<file path="config.mk">
export PLATFORM = sky130hd
export DESIGN_NAME = bag_random_generator
export DESIGN_NICKNAME = d
export VERILOG_FILES = /design/src/rtl/bag_random_generator.sv
export SDC_FILE = /design/constraint.sdc
export NUM_CORES = 1
export LEC_CHECK = 0
export CAP_MARGIN = 0
export CORE_AREA = 2 2 68 70
export DETAILED_ROUTE_END_ITERATION = 8
export DIE_AREA = 0 0 70 72
export PLACE_DENSITY = 0.74
export SYNTH_ARGS = -nofsm -noshare
export SYNTH_HDL_FRONTEND = slang
export SYNTH_SLANG_ARGS = --single-unit
export TNS_END_PERCENT = 5
</file>
<file path="constraint.sdc">
create_clock -name clk_i -period 5.9 [get_ports clk_i]
set_input_delay 0.59 -clock clk_i [delete_from_list [all_inputs] [get_ports clk_i]]
set_output_delay 0.59 -clock clk_i [all_outputs]
set_load 0.01 [all_outputs]
</file>
<file path="src/rtl/bag_random_generator.sv">
// Piece randomiser: a Galois LFSR drives either 7-bag permutations or uniform
// rejection-sampled draws, delivered one item at a time over valid/ready.
module bag_random_generator #(
    parameter int                 width_p     = 16,
    parameter logic [width_p-1:0] taps_p      = 16'hB400,
    parameter logic [width_p-1:0] seed_p      = 16'hACE1,
    parameter int                 num_items_p = 7,
    parameter int                 max_tries_p = 16,
    localparam int                idx_w       = $clog2(num_items_p)
) (
    input  logic               clk_i,
    input  logic               reset_i,
    input  logic               mode_i,
    input  logic               seed_v_i,
    input  logic [width_p-1:0] seed_i,
    input  logic               ready_i,
    output logic               valid_o,
    output logic [idx_w-1:0]   item_o,
    output logic [idx_w:0]     remaining_o
);

    localparam int tries_w = (max_tries_p > 1) ? $clog2(max_tries_p) : 1;
    localparam logic [tries_w-1:0] last_try = tries_w'(max_tries_p - 1);
    localparam logic [tries_w-1:0] one_try  = tries_w'(1);
    localparam logic [idx_w:0]     n_c      = (idx_w + 1)'(num_items_p);
    localparam logic [idx_w:0]     one_rem  = (idx_w + 1)'(1);
    localparam logic [idx_w-1:0]   n_low    = n_c[idx_w-1:0];

    typedef enum logic [1:0] {FILL, DRAW, OUT} state_t;
    typedef logic [num_items_p-1:0] bag_t;

    state_t               state, state_n;
    logic [width_p-1:0]   lfsr, lfsr_n;
    bag_t                 bag, bag_n;
    logic [tries_w-1:0]   tries, tries_n;
    logic                 valid_n;
    logic [idx_w-1:0]     item_n;
    logic [idx_w:0]       rem_n;

    logic [idx_w-1:0]     cand, lowest, pick;
    logic                 in_range, cand_ok, fallback;

    function automatic logic [width_p-1:0] lfsr_step(input logic [width_p-1:0] s);
        return (s >> 1) ^ (s[0] ? taps_p : '0);
    endfunction

    assign cand = lfsr[idx_w-1:0];

    always_comb begin
        lowest = '0;
        for (int i = num_items_p - 1; i >= 0; i--) begin
            if (bag[i]) lowest = idx_w'(i);
        end
    end

    // Candidate qualification; the fallback pick guarantees bounded draw latency.
    always_comb begin
        in_range = ({1'b0, cand} < n_c);
        cand_ok  = in_range && (!mode_i || ((bag & (bag_t'(1) << cand)) != '0));
        fallback = !cand_ok && (tries == last_try);
        pick     = cand;
        if (!cand_ok) begin
            if (mode_i)         pick = lowest;
            else if (!in_range) pick = cand - n_low;
        end
    end

    always_comb begin
        state_n = state;
        lfsr_n  = lfsr;
        bag_n   = bag;
        tries_n = tries;
        valid_n = valid_o;
        item_n  = item_o;
        rem_n   = remaining_o;
        case (state)
            FILL: begin
                bag_n   = '1;
                rem_n   = n_c;
                tries_n = '0;
                state_n = DRAW;
            end
            DRAW: begin
                lfsr_n = lfsr_step(lfsr);
                if (mode_i && bag == '0) begin
                    state_n = FILL;
                end else if (cand_ok || fallback) begin
                    item_n  = pick;
                    valid_n = 1'b1;
                    tries_n = '0;
                    state_n = OUT;
                    if (mode_i) begin
                        bag_n = bag & ~(bag_t'(1) << pick);
                        rem_n = remaining_o - one_rem;
                    end
                end else begin
                    tries_n = tries + one_try;
                end
            end
            OUT: begin
                if (ready_i) begin
                    valid_n = 1'b0;
                    state_n = (bag == '0) ? FILL : DRAW;
                end
            end
            default: state_n = FILL;
        endcase
        // Reseed wins over every other event; a coincident handshake still completes.
        if (seed_v_i) begin
            lfsr_n  = (seed_i == '0) ? seed_p : seed_i;
            bag_n   = '0;
            valid_n = 1'b0;
            tries_n = '0;
            state_n = FILL;
        end
    end

    always_ff @(posedge clk_i) begin
        if (reset_i) begin
            state       <= FILL;
            lfsr        <= seed_p;
            bag         <= '0;
            tries       <= '0;
            valid_o     <= 1'b0;
            item_o      <= '0;
            remaining_o <= '0;
        end else begin
            state       <= state_n;
            lfsr        <= lfsr_n;
            bag         <= bag_n;
            tries       <= tries_n;
            valid_o     <= valid_n;
            item_o      <= item_n;
            remaining_o <= rem_n;
        end
    end

endmodule
</file>
# --- After elaboration in Yosys (flattened, before gate mapping) ---
# Index checks and enable logic that the tools add are counted.
# W data, S select, Z words.
totals:
  ff_bits: 37
classes:
  add_sub_neg: 3
  n_reduce_logical: 20
  n_lt_le_gt_ge: 1
  n_eq_ne: 8
  bitwise: 5
  shifts: 2
  n_mux: 34
ops:
  columns: ["cell", "n"]
  rows:
  - ["$mux W16", 4]
  - ["$mux W3", 10]
  - ["$mux W7", 3]
  - ["$mux W4", 5]
  - ["$logic_not A16 Y1", 1]
  - ["$pmux W4 S2", 2]
  - ["$xor A15 B16 Y16", 1]
  - ["$and A7 B7 Y7", 2]
  - ["$pmux W7 S2", 1]
  - ["$shl A1 B3 Y7 const A", 2]
  - ["$ne A2 B2 Y1 const B", 4]
  - ["$reduce_and A4 Y1", 2]
  - ["$logic_not A7 Y1", 1]
  - ["$not A7 Y7", 1]
  - ["$reduce_bool A7 Y1", 1]
  - ["$mux W2", 3]
  - ["$pmux W2 S3", 1]
  - ["$reduce_bool A2 Y1", 3]
  - ["$add A4 B1 Y4 const B", 1]
  - ["$eq A4 B4 Y1 const B", 1]
  - ["$mux W1", 4]
  - ["$reduce_and A2 Y1", 2]
  - ["$sub A4 B1 Y4 const B", 1]
  - ["$logic_and A1 B1 Y1", 3]
  - ["other kinds (12)", 14]

# --- Longest topological paths before layout ---
depth:
  ltp_word: 16
  depth_mapped: 8
  ltp_nobuf: 7

# --- Worst setup path after synthesis ---
# Ideal clock, no wire load.
synth_timing:
  kind: "flip-flop to flip-flop"
  from: "reg lfsr[0]"
  to: "reg bag[5]"
  n_path_buf: 1
  stages_incl_launch_ff: 9
  t_required_ns: 5.769
  setup_ns: 0.131
  path_slack_ns: 3.371
  arrival_ns: 2.397
  path_cell_list: "dfxtp_1 > clkbuf_1 > inv_1 > ha_1 > a222oi_1 > a31oi_2 > a2111oi_4 > o22a_1 > a31oi_1"
synth_via:
  elab_chain_cells: 13
synth_lines:
  columns: ["item", "line_no", "rtl"]
  rows:
  - ["from (decl)", "33", "logic [width_p-1:0] lfsr, lfsr_n;"]
  - ["from (signal assigned)", "121", "lfsr <= seed_p;"]
  - ["from (signal assigned)", "129", "lfsr <= lfsr_n;"]
  - ["parallel branches: the longest is 13 deep, another holds $sub A3 B3 Y3", null, null]
  - ["to (signal assigned)", "130", "bag <= bag_n;"]
  - ["to (decl)", "34", "bag_t bag, bag_n;"]
# Several ways; the timed one is not identified. The select of a mux whose other input is x is not followed.
# A chain may end at the register's enable or synchronous reset.

# --- Worst setup path in the final report ---
layout_timing:
  from: "reg lfsr[0]"
  to: "reg remaining_o[2]"
layout_via:
  elab_chain_cells: 10
layout_lines:
  columns: ["item", "line_no", "rtl"]
  rows:
  - ["$shl A1 B3 Y7", "59", "cand_ok = in_range && (!mode_i || ((bag & (bag_t'(1) << cand)) != '0));"]
  - ["$and A7 B7 Y7", "59", null]
  - ["$reduce_bool A7 Y1", "59", null]
  - ["$logic_or A1 B1 Y1", "59", null]
  - ["$logic_and A1 B1 Y1 *", "59", null]
  - ["$logic_not A1 Y1", null, null]
  - ["$logic_and A1 B1 Y1", "60", "fallback = !cand_ok && (tries == last_try);"]
  - ["$logic_or A1 B1 Y1 *", "87", "end else if (cand_ok || fallback) begin"]
  - ["$ne A2 B2 Y1 (no line) *", null, null]
  - ["$reduce_and A4 Y1 (no line) *", null, null]
  - ["to (signal assigned)", "134", "remaining_o <= rem_n;"]
  - ["to (decl)", "19", "output logic [idx_w:0] remaining_o"]
# Every way passes the cells marked *; elsewhere a longest branch is shown, timed or not.

==> parameters.txt <==
Parameter                              Value

Setup path
  Nature of the critical path endpoint ... register
  Crit. Startpoint ... lfsr[0]
  Crit-path leading delay family ... compound AO/OA/AOI/OAI gates
  Reg-to-Reg Start ... lfsr[0]
  WS Path Type ... register to register
  CP Data Arrival Time ... 2.95 ns
  WP data required ... 6.08 ns
  List of cells traversed by the critical path ... inv_1 -> ha_1 -> a222oi_1 -> a31oi_2 -> a21oi_2 -> nor2_1 -> o311a_1
  Slowest-stage cell, CP ... sky130_fd_sc_hd__a222oi_1
  Maximum fanout encountered on the critical timing path ... 9
  Largest stage delay on the critical path ... 0.59 ns
  Number of buffer and inverter instances along the worst setup path ... 1
  Critical Path Source Type ... register

Routing
  Routed len/inst ... 15.5 um
  Final ANT Viol Nets ... 0
  Avg Vias per Cell ... 6.11
  Initial DRC Count ... 152
  DRC violations left ... 0
  Pre-antenna DRT Iters ... 6
  Number of vias in the routed layout ... 2,072
  Total detailed-routing wirelength ... 5240 um

Placed design
  Number of buffers inserted by port buffering ... 28
  HPWL reported at the end of detailed placement ... 3760 um
  Setup slack at placement ... 3.01 ns
  Placer Congestion ... 0.941
  Number of placed instances with taps included ... 331

Clocking
  Post_cts resized ... 0
  Clock sink count ... 37
  Clock tree from TritonCTS ... built
  Post-CTS setup buffers ... 0
  Later-pin clock latency in the skew report ... 0.29 ns
  CTS H-tree lvls ... 2
  Post-CTS clock slew at the launch and capture registers of the worst setup and hold paths ... 0.07 ns
  Clock tree buffer depth ... 2
  CTS root buffer ... sky130_fd_sc_hd__clkbuf_8
  TritonCTS buffer count ... 5
  Number of buffers added to fix hold violations after cts ... 0

Yosys
  Count of different cell masters after synthesis ... 48
  Main synth FF type ... sky130_fd_sc_hd__dfxtp_1
  Synthesis-stage register bit count ... 37
  Average size of a mapped cell ... 7.83 um^2
  Ys async rst share ... 0%
  Cells after synthesis ... 263
  Warning count from the yosys run ... 0
  Area of the mapped netlist ... 0.00206 mm^2
  Fraction of the yosys area taken by sequential cells ... 36.0%
  Net count of the mapped netlist ... 291
  Number of flops mapped to enable cells by yosys ... 0

Floorplanning
  Effective utilization at floorplan ... 48.3%
  Chip height ... 72 um
  Total Die Area ... 0.00504 mm^2
  Core box area ... 0.00426 mm^2
  Number of I/O pins ... 29
  Die outline width ... 70 um
  Rows ... 24

Global route
  Final global-route overflow total ... 0
  Wire length of the first global-routing pass ... 8880 um
  Number of antenna violations at the first check in global routing ... 0
  Number of global-route vias before repair ... 1,923
  Global Route Usage Sum ... 21.5%
  Maximum number of pins on one net before global-route repair ... 28

Final layout
  Filler-free cell count of the finished design ... 339
  Antenna fix cells ... 0
  Finished Core Util ... 57.3%
  Final #Nets ... 314
  Layout Area Growth over Synthesis ... 18.7%
  Share of final-layout standard cells stronger than drive strength 1 ... 5.57%

Pwr
  Total power ... 0.000571 W
  Static leakage power ... 0.885 nW
  Largest vdd supply drop ... 0.208 mV
  Power per cell area ... 234 mW/mm^2

Timing
  Min Tclk post-route ... 2.77 ns
  Max Clock Freq ... 361 MHz
  Least setup slack across all paths after layout ... 3.13 ns
  RSZ-0062 raised after global routing ... false
  Number of max-slew violations in the final report ... 0
  Max_slew headroom ... 39.5%
  Setup total negative slack ... 0 ns
  Clock skew ... 0.00613 ns
  Post-route clock period utilization ... 47.0%
  Final setup viols ... 0
  Worst slew pin tran ... 0.905 ns
  Count of final hold-check violations ... 0

Min path
  Startpoint of the worst hold path ... tries[1]
  Hold WC Path Type ... register to register

Job
  Number of max-cap violations ... 0

Run status
  Status ... completed
==> flip-flops by register name, summed over array words and instances, names as in the netlist <==
signal and flops:
lfsr 16, bag 7, remaining_o 4, tries 4
item_o 3, state 2, valid_o 1
==> cells in the mapped netlist (all sizes together), types with 3 or more instances <==
master	count	area, um^2
a211oi	9	67.6
a21oi	33	169
a31oi	8	56.3
and3	4	25.0
buf	5	21.3
clkbuf	8	30.0
dfxtp	37	741
ha	7	87.6
inv	8	30.0
nand2	20	75.1
nand2b	12	75.1
nand3	5	25.0
nand4	3	18.8
nor2	36	135
nor3	7	40.0
nor4	8	50.1
o21ai	10	50.0
o22ai	9	56.3
or4	3	22.5
xnor2	3	26.3
==> power breakdown <==
group	total, W	internal [W]	switching (W)
clock	0.000169	0.0000818	0.0000876
combinational	0.000121	0.0000526	0.0000688
sequential	0.000280	0.000264	0.0000156
==> routing by layer <==
layer	wire length [um]	track usage [%]
met1	2370	27.4
met2	2440	35.6
met3	364	4.72
met4	77	8.55
met5	0	0
==> metrics by stage <==
stage                     hold slack (ns)  instance area, um^2
after global routing                0.525                 2440
after detailed placement            0.484                 2360
after floorplan                     0.454                 2060
after global placement              0.469                 2360
after CTS                           0.493                 2440
final                               0.488                 2440
==> logic make-up after synthesis <==
family	Yosys count	synth area share, %
AND/OR/NAND/NOR	106	25.5
AO/OA/AOI/OAI	88	28.6
flip-flops	37	36.0
buffers and inverters	21	3.95
adder cells (fa/ha/maj)	7	4.26
XOR/XNOR	3	1.28
multiplexers	1	0.486
==> placed cells by master (no fill, tap or decap), drive strengths merged, types with 2 or more instances in the layout <==
cell type and count:
nor4 8, nor3 7, a31o 2, or4 3
a31oi 8, and3 4, ha 7, nand2b 12
a311oi 2, clkinv 2, a21oi 33, o21ai 10
clkdlybuf4s50 28, xnor2 3, o22ai 9, clkbuf 6
a211oi 9, dfxtp 37, o31ai 2, inv 8
nand4 3, nand3 5, nor3b 2, nor2 36
nand2 20, or3 2
==> final cells by class <==
class,instances,area (um^2)
tap,52,65.1
fill,406,1820
multi-input combinational,205,1240
timing repair buffer,29,288
inverter,8,30.0
clock inverter,2,10.0
clock buffer,6,72.6
sequential,37,741
==> path summary, 6_finish.rpt <==
check,to,slack [ns],cells past startpoint
worst max-delay path,remaining_o[2],3.13,7
worst min-delay path,tries[1],0.49,2
worst max register to register,remaining_o[2],3.13,7
worst min register to register,tries[1],0.49,2
==> worst reg2reg max path, delay by kind of cell (launching register included) <==
kind                     cells  cell delay, ns
buffers and inverters        1            0.17
adder cells (fa/ha/maj)      1            0.25
flip-flops                   1            0.52
AND/OR/NAND/NOR              1            0.16
AO/OA/AOI/OAI                4            1.56
Note: power is estimated with default switching activity, not from simulation.
